$ cat config.mk
export PLATFORM = sky130hd
export DESIGN_NAME = mix_tree_sequencer
export DESIGN_NICKNAME = d
export VERILOG_FILES = /design/src/rtl/mts_pkg.sv /design/src/rtl/mts_phase_timer.sv /design/src/rtl/mix_tree_sequencer.sv
export SDC_FILE = /design/constraint.sdc
export NUM_CORES = 1
export LEC_CHECK = 0
export ABC_AREA = 1
export CORE_AREA = 2 2 107 109
export DETAILED_ROUTE_END_ITERATION = 16
export DIE_AREA = 0 0 109 111
export PLACE_DENSITY = 0.67
export SYNTH_ARGS = -nofsm -noshare
export SYNTH_HDL_FRONTEND = slang
export SYNTH_SLANG_ARGS = --single-unit
$ cat constraint.sdc
create_clock -name clk -period 3.2 [get_ports clk]
set_input_delay 0.64 -clock clk [delete_from_list [all_inputs] [get_ports clk]]
set_output_delay 0.64 -clock clk [all_outputs]
set_load 0.005 [all_outputs]
$ cat src/rtl/mts_pkg.sv
// Shared types and helpers for the mixing-tree sequencer.
package mts_pkg;

  localparam int MTS_LEVELS_DEF = 6;
  localparam int MTS_CNT_W_DEF  = 16;

  typedef enum logic [2:0] {
    S_IDLE,
    S_FILL,
    S_MIX,
    S_XFER,
    S_FLUSH
  } mts_state_t;

  // A programmed duration of zero still occupies one cycle.
  function automatic logic [31:0] dur_clamp(input logic [31:0] v);
    return (v == 32'd0) ? 32'd1 : v;
  endfunction

endpackage

$ cat src/rtl/mts_phase_timer.sv
// Loadable phase down-counter; expire marks the final cycle of the loaded phase.
module mts_phase_timer
  import mts_pkg::*;
#(
  parameter int CNT_W = MTS_CNT_W_DEF
) (
  input  logic             clk,
  input  logic             rst_n,
  input  logic             load,
  input  logic [CNT_W-1:0] value,
  input  logic             hold,
  output logic             expire
);

  logic [CNT_W-1:0] cnt;

  always_ff @(posedge clk or negedge rst_n) begin
    if (!rst_n)                    cnt <= '0;
    else if (load)                 cnt <= CNT_W'(dur_clamp(32'(value)));
    else if (!hold && cnt != '0)   cnt <= cnt - CNT_W'(1);
  end

  assign expire = (cnt == CNT_W'(1)) && !hold;

endmodule

$ cat src/rtl/mix_tree_sequencer.sv
// Fill/mix/transfer sequencer for a binary mixing tree, one row per level.
// Optional pause input is compiled in with MTS_PAUSE_EN.
module mix_tree_sequencer
  import mts_pkg::*;
#(
  parameter  int LEVELS = MTS_LEVELS_DEF,
  parameter  int CNT_W  = MTS_CNT_W_DEF,
  localparam int LVL_W  = (LEVELS > 1) ? $clog2(LEVELS) : 1
) (
  input  logic              clk,
  input  logic              rst_n,
  input  logic              start,
  input  logic              abort,
  input  logic [CNT_W-1:0]  fill_cyc,
  input  logic [CNT_W-1:0]  mix_cyc,
  input  logic [CNT_W-1:0]  xfer_cyc,
`ifdef MTS_PAUSE_EN
  input  logic              pause,
`endif
  output logic              busy,
  output logic              done,
  output logic              aborted,
  output logic [LVL_W-1:0]  level,
  output logic [LEVELS-1:0] inlet_vlv,
  output logic [LEVELS-1:0] mix_pump,
  output logic [LEVELS-1:0] outlet_vlv
);

  mts_state_t       state, nxt_state;
  logic [LVL_W-1:0] nxt_level;
  logic [CNT_W-1:0] fill_q, mix_q, xfer_q;
  logic [CNT_W-1:0] load_val;
  logic             load, expire, hold, last, done_n, abd_n;
  logic [LEVELS-1:0] sel;

`ifdef MTS_PAUSE_EN
  assign hold = pause;
`else
  assign hold = 1'b0;
`endif

  mts_phase_timer #(.CNT_W(CNT_W)) u_timer (
    .clk    (clk),
    .rst_n  (rst_n),
    .load   (load),
    .value  (load_val),
    .hold   (hold),
    .expire (expire)
  );

  assign last = (level == LVL_W'(LEVELS - 1));

  always_comb begin
    nxt_state = state;
    nxt_level = level;
    load      = 1'b0;
    load_val  = xfer_q;
    done_n    = 1'b0;
    abd_n     = 1'b0;
    case (state)
      S_IDLE: if (start) begin
        nxt_state = S_FILL;
        nxt_level = '0;
        load      = 1'b1;
        load_val  = fill_cyc;
      end
      S_FILL, S_MIX, S_XFER: begin
        // Abort outranks every expiry, including the final transfer.
        if (abort) begin
          nxt_state = S_FLUSH;
          load      = 1'b1;
          load_val  = xfer_q;
        end else if (expire) begin
          load = 1'b1;
          if (state == S_FILL) begin
            nxt_state = S_MIX;
            load_val  = mix_q;
          end else if (state == S_MIX) begin
            nxt_state = S_XFER;
            load_val  = xfer_q;
          end else if (last) begin
            nxt_state = S_IDLE;
            nxt_level = '0;
            load      = 1'b0;
            done_n    = 1'b1;
          end else begin
            nxt_state = S_FILL;
            nxt_level = level + LVL_W'(1);
            load_val  = fill_q;
          end
        end
      end
      S_FLUSH: if (expire) begin
        nxt_state = S_IDLE;
        nxt_level = '0;
        abd_n     = 1'b1;
      end
      default: begin
        nxt_state = S_IDLE;
        nxt_level = '0;
      end
    endcase
  end

  assign sel = LEVELS'(1) << nxt_level;

  // Outputs are decoded from the next state so enables switch on the same edge.
  always_ff @(posedge clk or negedge rst_n) begin
    if (!rst_n) begin
      state      <= S_IDLE;
      level      <= '0;
      fill_q     <= '0;
      mix_q      <= '0;
      xfer_q     <= '0;
      busy       <= 1'b0;
      done       <= 1'b0;
      aborted    <= 1'b0;
      inlet_vlv  <= '0;
      mix_pump   <= '0;
      outlet_vlv <= '0;
    end else begin
      state      <= nxt_state;
      level      <= nxt_level;
      if (state == S_IDLE && start) begin
        fill_q <= fill_cyc;
        mix_q  <= mix_cyc;
        xfer_q <= xfer_cyc;
      end
      busy       <= (nxt_state != S_IDLE);
      done       <= done_n;
      aborted    <= abd_n;
      inlet_vlv  <= (nxt_state == S_FILL) ? sel : '0;
      mix_pump   <= (nxt_state == S_MIX)  ? sel : '0;
      outlet_vlv <= (nxt_state == S_XFER)  ? sel :
                    (nxt_state == S_FLUSH) ? {LEVELS{1'b1}} : '0;
    end
  end

endmodule

==> results.cfg <==
[outcome]
outcome = complete, no violations

[power]
p_int_w = 0.00296
p_switching_w = 0.00198
p_leak_nw = 2.93
swShare = 0.401
power.density_nw_per_um2 = 827
sequentialPowerShare = 0.384
p_comb_frac = 0.406
p_clk_frac = 0.211
peakVddDrop_mv = 0.438

[synthesis]
ys_top_cells_by_area = dfrtp_1 (47%), nand2_1 (18%), nand3_1 (5.8%), nor2_1 (4.2%), inv_1 (3.7%)
yosys_warnings = 0
synth_nets = 686
netlist.area_leader.share = 0.475
synth_cell_types = 38
synth-seq-cells = 91
yosysTopAreaCell = dfrtp_1
synth_cells = 631
syn_avg_cell_area_um2 = 7.60
synth_area_um2 = 4800
ys_seq_area_frac = 0.475

[timing]
fmax_ghz = 0.424
period_share = 0.736
drv_slew = 0
fin_tns_setup_ns = 0
relSlewSlack = 0.559
hold_viol_final = 0
setup_violations = 0
worst_pin_slew_ns = 0.660
rsz0062_at_grt = no
clock_skew_ns = 0.00959
final.min_clock_period_ns = 2.36

[finish]
mostFrequentLayoutCells = nand2_1 (227), dfrtp_1 (91), clkdlybuf4s50_1 (74)
stdcell_count = 848
areaGrowthSynthToFinish_pct = 24.3
fillers = 1022
antennaDiodeCount = 0
layout_commonest_cell = nand2_1
final_net_count = 755
layout-drive-gt1-share = 0.0823

[place]
dp_cells = 832
port_buffers = 75
finalWeightedCongestion = 0.865
dp_hpwl_um = 8410

[clocking]
ctsHoldBuffers = 0
postCtsSetupBuffers = 0
clkTransAtPathRegs_ns = 0.07
cts_sinks = 91
numCtsBuffers = 9
clk_latency_ns = 0.35
clock-root-buffer = clkbuf_16
cts_resized = 0
cts_tree = yes
cts_max_path_buffers = 2
htree_levels = 3

[drt]
num_vias = 4280
drt_iter0_drc = 243
drt-total-wl_um = 11500
routedWlPerCell_um = 13.6
route.detailed.drc = 0
ant_nets = 0
via_per_inst = 5.05
drtPass1Iterations = 5

[setup_path]
endpoint_kind = flop
cp.arrival_ns = 2.60
r2r_start = state[2]$_DFF_PN0_
reg2regPathDepth = 16
required_ns = 3.45
crit_type = reg -> reg
timing.rr.end = u_timer.cnt[0]$_DFFE_PN0P_
start_kind = flop
crit_fanout = 19
reg2reg_slack_ns = 0.84

[global_routing]
grt_usage = 0.207
antenna_found_initial = 0
grt_first_pass_wirelength_um = 19800
grt_max_degree = 54
grt_overflow_total = 0
grt_pass1_vias = 4275

[worst_hold_path]
hp-class = in -> async

[job]
maxCapViolCount = 0

[floorplanning]
die_w_um = 109
rows = 39
die_area_um2 = 12100
start_util = 0.433
fp.dieH_um = 111
core_region_area_um2 = 11100
io_pins = 76
[Yosys cell counts]
cell	count
nand2_1	227
dfrtp_1	91
nand3_1	56
nor2_1	54
inv_1	47
o21ai_0	32
a21oi_1	27
buf_2	13
o21ai_1	8
clkbuf_1	7
a22oi_1	5
inv_2	5
mux2_2	5
nand2_2	5
nor2_2	5
nor3_1	5
xor2_1	5
a21boi_0	3
ha_1	3
nor2_4	3
xnor2_1	3
a31oi_1	2
buf_4	2
nand4_1	2
o31ai_1	2
or2_2	2
a21boi_2	1
a22oi_4	1
a31oi_4	1
buf_1	1
buf_6	1
inv_4	1
nand2_4	1
nand3_2	1
nor2_8	1
nor3_4	1
o211a_1	1
o21ai_2	1
[worst max-delay path by stage]
| stage | from | to | slack (ns) | cells after the start |
|---|---|---|---|---|
| after floorplan | u_timer.cnt[1]$_DFFE_PN0P_ | u_timer.cnt[0]$_DFFE_PN0P_ | 1.30 | 18 |
| after global placement | start | u_timer.cnt[0]$_DFFE_PN0P_ | 0.66 | 13 |
| after detailed placement | start | u_timer.cnt[0]$_DFFE_PN0P_ | 0.61 | 13 |
| after CTS | state[2]$_DFF_PN0_ | u_timer.cnt[0]$_DFFE_PN0P_ | 0.83 | 16 |
| after global routing | state[2]$_DFF_PN0_ | u_timer.cnt[0]$_DFFE_PN0P_ | 0.67 | 16 |
| final | state[2]$_DFF_PN0_ | u_timer.cnt[0]$_DFFE_PN0P_ | 0.84 | 16 |
[kinds of logic after synthesis]
logic type                 synth area share
muxes                                0.0117
and+or+nand+nor                       0.321
buffers and inverters                0.0673
xor gates and xnor gates             0.0146
DFF                                   0.475
AOI/OAI and AO/OA                     0.103
adders and majority gates           0.00782
[layout make-up]
| class | instances | area (um2) | area share |
|---|---|---|---|
| multi-input combinational | 463 | 2200 | 0.369 |
| sequential | 91 | 2280 | 0.382 |
| inverter | 53 | 201 | 0.0338 |
| tap | 143 | 179 | 0.0300 |
| clock inverter | 6 | 53.8 | 0.00902 |
| clock buffer | 10 | 239 | 0.0401 |
| timing repair buffer | 82 | 813 | 0.136 |
[layer usage]
metal	vias to the layer above	share of wire	global-route usage
met5	-	0	0
met4	0	0.021	0.0786
met3	17	0.054	0.0535
met2	121	0.49	0.333
met1	1997	0.44	0.267
li1	2145	-	-
[stage by stage]
stage	setup slack [ns]	hold slack [ns]	power, W	util	instance area [um2]
after CTS	0.833	0.267	0.00497	0.538	5960
final	0.844	0.252	0.00493	0.538	5960
after detailed placement	0.607	0.474	0.00391	0.512	5670
after global placement	0.660	0.468	0.00387	0.512	5670
after global routing	0.665	0.281	0.00537	0.538	5960
after floorplan	1.30	0.344	0.00333	-	4800
[power by group through the flow]
stage	sequential, W	clock [W]	combinational (W)
after detailed placement	0.00191	0	0.00201
after floorplan	0.00183	0	0.00150
after global routing	0.00195	0.00110	0.00231
after CTS	0.00189	0.00106	0.00202
after global placement	0.00190	0	0.00197
final	0.00189	0.00104	0.00200
[registers in the layout, indices dropped and copies added, names as in the netlist]
signal       count
u_timer.cnt     16
busy             1
level            3
fill_q          16
outlet_vlv       6
mix_q           16
state            3
inlet_vlv        6
xfer_q          16
aborted          1
mix_pump         6
done             1
[critical path, cell delays in order (launching register included)]
cell,delay (ns)
dfrtp_1,0.43
inv_2,0.13
nand3_2,0.37
nand2_2,0.46
nand2_1,0.10
nand3_1,0.09
nand3_1,0.10
nand2_1,0.09
nand2_1,0.05
nand2_1,0.11
nor2_1,0.05
nand2_1,0.05
nor2_1,0.04
nand2_1,0.05
nand2_1,0.04
nand2_1,0.05
nand2_1,0.04
No activity file was read; power rests on OpenSTA's default activity.
